## src/rtl/stack_pointer_pkg.sv

```systemverilog
// Shared constants and operation encoding for the Hack VM stack pointer.
// SP_BASE and SP_LIMIT are also the parameter defaults for the VM sequencer.
`ifndef STACK_POINTER_PKG_SV
`define STACK_POINTER_PKG_SV
package stack_pointer_pkg;

  localparam logic [15:0] SP_BASE  = 16'd256;
  localparam logic [15:0] SP_LIMIT = 16'd2047;

  // Resolved per-cycle operation after applying reset > load > push/pop priority
  typedef enum logic [2:0] {
    SP_OP_IDLE    = 3'd0,
    SP_OP_RESET   = 3'd1,
    SP_OP_LOAD    = 3'd2,
    SP_OP_PUSH    = 3'd3,
    SP_OP_POP     = 3'd4,
    SP_OP_REPLACE = 3'd5
  } sp_op_e;

  function automatic sp_op_e sp_decode(input logic reset, input logic load,
                                       input logic push, input logic pop);
    sp_op_e op;
    op = SP_OP_IDLE;
    if (reset)             op = SP_OP_RESET;
    else if (load)         op = SP_OP_LOAD;
    else if (push && pop)  op = SP_OP_REPLACE;
    else if (push)         op = SP_OP_PUSH;
    else if (pop)          op = SP_OP_POP;
    return op;
  endfunction

endpackage
`endif

```

## src/rtl/stack_pointer_dec16.sv

```systemverilog
// 16-bit combinational decrementer: half-subtractor chain with borrow-in 1 at bit 0.
module dec16 (
  input  logic [15:0] i_a,
  output logic [15:0] o_diff
);
  logic [15:0] w_borrow;

  assign w_borrow[0] = 1'b1;

  for (genvar i = 0; i < 16; i++) begin : g_hs
    assign o_diff[i] = i_a[i] ^ w_borrow[i];
    if (i < 15) begin : g_borrow
      // Borrow propagates while the minuend bit is 0
      assign w_borrow[i+1] = ~i_a[i] & w_borrow[i];
    end
  end
endmodule

```

## src/rtl/stack_pointer_inc16.sv

```systemverilog
// 16-bit combinational incrementer: half-adder chain with carry-in 1 at bit 0.
module inc16 (
  input  logic [15:0] i_a,
  output logic [15:0] o_sum
);
  logic [15:0] w_carry;

  assign w_carry[0] = 1'b1;

  for (genvar i = 0; i < 16; i++) begin : g_ha
    assign o_sum[i] = i_a[i] ^ w_carry[i];
    if (i < 15) begin : g_carry
      assign w_carry[i+1] = i_a[i] & w_carry[i];
    end
  end
endmodule

```

## src/rtl/stack_pointer.sv

```systemverilog
// Hack VM stack pointer: counts up on push, down on pop, with full/empty
// status and sticky overflow/underflow flags for rejected operations.
module stack_pointer
  import stack_pointer_pkg::*;
#(
  parameter logic [15:0] BASE  = SP_BASE,
  parameter logic [15:0] LIMIT = SP_LIMIT
) (
  input  logic        clk,
  input  logic        reset,
  input  logic        load,
  input  logic [15:0] in,
  input  logic        push,
  input  logic        pop,
  output logic [15:0] out,
  output logic [15:0] top,
  output logic        empty,
  output logic        full,
  output logic        overflow,
  output logic        underflow
);

  logic [15:0] r_sp;
  logic        r_overflow;
  logic        r_underflow;

  logic [15:0] w_sp_inc;
  logic [15:0] w_sp_dec;
  logic        w_full;
  logic        w_empty;
  sp_op_e      w_op;

  inc16 u_inc (.i_a(r_sp), .o_sum(w_sp_inc));
  dec16 u_dec (.i_a(r_sp), .o_diff(w_sp_dec));

  // Magnitude compares keep an out-of-range loaded SP from wrapping.
  assign w_full  = (r_sp > LIMIT);
  assign w_empty = (r_sp <= BASE);
  assign w_op    = sp_decode(reset, load, push, pop);

  always_ff @(posedge clk) begin
    case (w_op)
      SP_OP_RESET: begin
        r_sp        <= BASE;
        r_overflow  <= 1'b0;
        r_underflow <= 1'b0;
      end
      SP_OP_LOAD: begin
        r_sp        <= in;
        r_overflow  <= 1'b0;
        r_underflow <= 1'b0;
      end
      SP_OP_PUSH: begin
        if (w_full) r_overflow <= 1'b1;
        else        r_sp       <= w_sp_inc;
      end
      SP_OP_POP: begin
        if (w_empty) r_underflow <= 1'b1;
        else         r_sp        <= w_sp_dec;
      end
      default: begin
        // Idle and replace-top leave SP and both flags untouched
        r_sp        <= r_sp;
        r_overflow  <= r_overflow;
        r_underflow <= r_underflow;
      end
    endcase
  end

  assign out       = r_sp;
  assign top       = w_sp_dec;
  assign empty     = w_empty;
  assign full      = w_full;
  assign overflow  = r_overflow;
  assign underflow = r_underflow;

endmodule

```

## config.mk

```make
export PLATFORM = sky130hd
export DESIGN_NAME = stack_pointer
export DESIGN_NICKNAME = d
export VERILOG_FILES = /design/src/rtl/stack_pointer_pkg.sv /design/src/rtl/stack_pointer_dec16.sv /design/src/rtl/stack_pointer_inc16.sv /design/src/rtl/stack_pointer.sv
export SDC_FILE = /design/constraint.sdc
export NUM_CORES = 1
export LEC_CHECK = 0
export ABC_CLOCK_PERIOD_IN_PS = 4200
export CAP_MARGIN = 20
export CELL_PAD_IN_SITES_DETAIL_PLACEMENT = 1
export CELL_PAD_IN_SITES_GLOBAL_PLACEMENT = 1
export CORE_ASPECT_RATIO = 1.5
export CORE_MARGIN = 2
export CORE_UTILIZATION = 33
export CTS_BUF_LIST = sky130_fd_sc_hd__clkbuf_8
export CTS_CLUSTER_DIAMETER = 60
export CTS_CLUSTER_SIZE = 16
export DETAILED_ROUTE_END_ITERATION = 10
export PLACE_DENSITY_LB_ADDON = 0.1
export SLEW_MARGIN = 20
export SYNTH_ARGS = -nofsm -noshare
export SYNTH_HDL_FRONTEND = slang
export SYNTH_SLANG_ARGS = --single-unit
```

## constraint.sdc

```tcl
create_clock -name clk -period 4.2 [get_ports clk]
set_clock_uncertainty 0.05 [all_clocks]
set_input_delay 0.63 -clock clk [delete_from_list [all_inputs] [get_ports clk]]
set_output_delay 0.63 -clock clk [all_outputs]
set_load 0.03 [all_outputs]
```

==> key figures <==
Run status
  • Outcome: finished clean

Logic synthesis
  • Syn Area/Cell: 10.3 µm²
  • Post-synth cell types: 26
  • Synth Net Count: 184
  • Cells after Synth: 135
  • Synth Cell Area: 1390 µm²
  • Ys Warns: 0
  • Register area share after synthesis: 0.390
  • Yosys reg bits: 18

STA
  • Fmax: 0.247 GHz
  • Period utilization: 0.966
  • Relative slew slack: 0.463
  • Max-slew violations: 0
  • Final Hold Fails: 0
  • Worst slew pin tran: 0.804 ns
  • Final Setup Violations: 0
  • Setup TNS: 0 ns
  • Unrepaired setup endpoints after global routing: false
  • Final min period: 4.06 ns
  • WHS: 0.711 ns

Finish
  • Fin util: 0.532
  • Register area: 541 µm²
  • Commonest non-fill, non-tap cells in the layout: clkdlybuf4s50_1 (52), inv_1 (29), ha_1 (18), edfxtp_1 (18), o21ai_0 (14)
  • Fillers: 462
  • Area Growth Syn to Fin: 53.3%
  • Commonest non-fill, non-tap cell in the layout: clkdlybuf4s50_1
  • Nets: 247
  • Design area: 2130 µm²
  • Layout cells sized above 1: 0.158
  • Multi-input logic area: 762 µm²
  • Antenna diode count: 0

Clocking
  • H-tree levels: 1
  • Clk root buf: clkbuf_8
  • CTS tree: built
  • Reg clk slew, reported paths: 0.07 ns
  • CTS buffer count: 3
  • Clock Path Buffers: 2
  • Number of hold buffers added after cts: 0
  • Clock Latency Late Sink: 0.26 ns
  • Clock sink total: 18

Pwr
  • Power Dens Cells: 324 nW/µm²
  • Cell-internal power: 424 µW
  • Maximum vdd drop: 0.217 mV
  • Seq pwr share: 0.346
  • LEAKAGE: 0.963 nW
  • Sw Share: 0.385
  • Gate power share: 0.468
  • Clk pwr share: 0.186
  • Psw: 266 µW

Worst setup path
  • Crit path kind: reg2out
  • Delay-heaviest family, CP: adder cells
  • Crit-path max cell delay: 0.37 ns
  • Levels on crit path: 17
  • Critical Path End Type: output pin
  • CP Data Required Time: 3.52 ns
  • Startpoint types: flip-flop
  • Arrival @ worst endpoint: 3.38 ns
  • Reg2Reg Depth: 18
  • CP bufs+invs: 2
  • Most common cell on crit path: ha_2
  • CP Max Fanout: 2
  • CP max stage cell: edfxtp_1
  • Worst-path cell chain: inv_2 > ha_2 > ha_2 > ha_2 > ha_2 > ha_2 > ha_2 > ha_2 > ha_2 > ha_1 > ha_1 > ha_1 > ha_1 > ha_2 > ha_4 > xor2_4 > buf_6

Routing
  • Antenna Violating Nets Remaining: 0
  • DR DRC count: 0
  • Drt first pass iters: 4
  • WL final: 4.18 mm
  • Initial DRC Count: 10
  • DR vias/cell: 5.12
  • Wire per inst: 17.3 µm
  • Routed vias: 1,235

Floorplanning
  • DIE AREA: 4750 µm²
  • Die height: 83.4 µm
  • Core area: 3990 µm²
  • Row count: 28
  • Die X: 56.9 µm
  • Initial Utilization: 0.347
  • Ports: 57

GRT
  • Gr ovfl total: 0
  • Vias in the first global route: 1,371
  • Antenna violations before repair: 0
  • First-pass GRT wire length: 6.76 mm
  • Largest net degree at the start of global routing: 17
  • Tot GR Track Use: 0.185

Placed design
  • Number of I/O port buffers: 56
  • Post-DP HPWL: 3.33 mm
  • GPL Wtd Cong: 0.820
  • Placed Area: 2020 µm²

Job
  • Max-cap violation count: 0

Hold path
  • Hold crit path type: reg2reg
  • Hold path cells: 2
cell usage after synthesis:
cell,instances,share of area
a21oi_1,1,0.0036
inv_2,1,0.0027
nor4_4,1,0.015
and2_1,1,0.0045
nor4_1,2,0.0090
clkinv_4,1,0.0063
o211ai_1,1,0.0054
a22oi_1,13,0.070
clkbuf_1,2,0.0054
nor2_1,4,0.011
nor3_1,1,0.0036
or3_4,1,0.0081
xnor2_1,1,0.0063
buf_2,2,0.0072
o21ai_0,15,0.054
edfxtp_1,18,0.39
inv_1,30,0.081
nor2_2,1,0.0045
nand2_1,3,0.0081
a211o_1,1,0.0063
nor2b_1,2,0.0090
nand2b_4,1,0.0099
xor2_1,1,0.0063
a221o_1,2,0.014
nand2b_1,1,0.0045
ha_1,28,0.25
per-stage QoR:
stage	setup WS [ns]	total power, mW	cells
4_1_cts	0.0273	0.691	240
5_1_grt	0.00524	0.727	241
2_1_floorplan	0.00979	0.411	135
3_3_place_gp	0.161	0.552	235
6_report	0.144	0.690	241
3_5_place_dp	0.0430	0.559	235
cell families (layout without fill, tap and decap cells):
logic type                 Yosys count  in the layout  synth area share
AOI/OAI and AO/OA                   33             33             0.154
and+or+nand+nor                     18             18            0.0875
adders and majority gates           28             28             0.253
buffers and inverters               36             97             0.103
DFF                                 18             18             0.390
xor gates and xnor gates             2              2            0.0126
registers in the layout (all words and copies together) (netlist names):
name,cells
out,16
overflow,1
underflow,1
worst paths after layout:
kind / from / end / slack [ns]
setup / recovery: out[0] / top[15] / 0.14
hold / removal: out[8] / out[8] / 0.71
setup reg to reg: out[0] / out[14] / 0.25
hold reg to reg: out[8] / out[8] / 0.71
metal layers:
| layer | GRT usage | routed length (µm) | up-vias | part of all wire |
|---|---|---|---|---|
| met5 | 0 | 0 | - | 0 |
| met3 | 0.0234 | 153 | 8 | 0.037 |
| met1 | 0.192 | 1550 | 594 | 0.37 |
| met4 | 0.0740 | 94 | 0 | 0.022 |
| li1 | - | - | 596 | - |
| met2 | 0.356 | 2380 | 37 | 0.57 |
layout make-up:
class	instances	area share
Multi-Input combinational cell	81	0.358
Tap cell	45	0.0265
Timing Repair Buffer	62	0.283
Inverter	32	0.0589
Clock buffer	3	0.0194
Sequential cell	18	0.254
worst register-to-register path: cells and delay by family (launching register included):
kind	cells	cell delay [ns]
flops	1	0.41
fa+ha+maj	14	2.74
compound gates	2	0.23
buf+inv	2	0.28
timing repair:
action | 4_1_cts | 5_1_grt
cloned | 0 | 0
setup buffers | 2 | 1
setup endpoints to repair | 4 | 5
gates resized for setup | 7 | 8
hold endpoints to repair | 0 | 0
pin swaps | 1 | 2
power groups by stage:
| stage | clock (mW) | sequential (mW) | combinational, mW |
|---|---|---|---|
| final | 0.128 | 0.239 | 0.323 |
| after global placement | 0 | 0.243 | 0.309 |
| after CTS | 0.129 | 0.239 | 0.323 |
| after global routing | 0.136 | 0.242 | 0.349 |
| after floorplan | 0 | 0.274 | 0.137 |
| after detailed placement | 0 | 0.244 | 0.315 |
(Power assumes the default switching activity.)
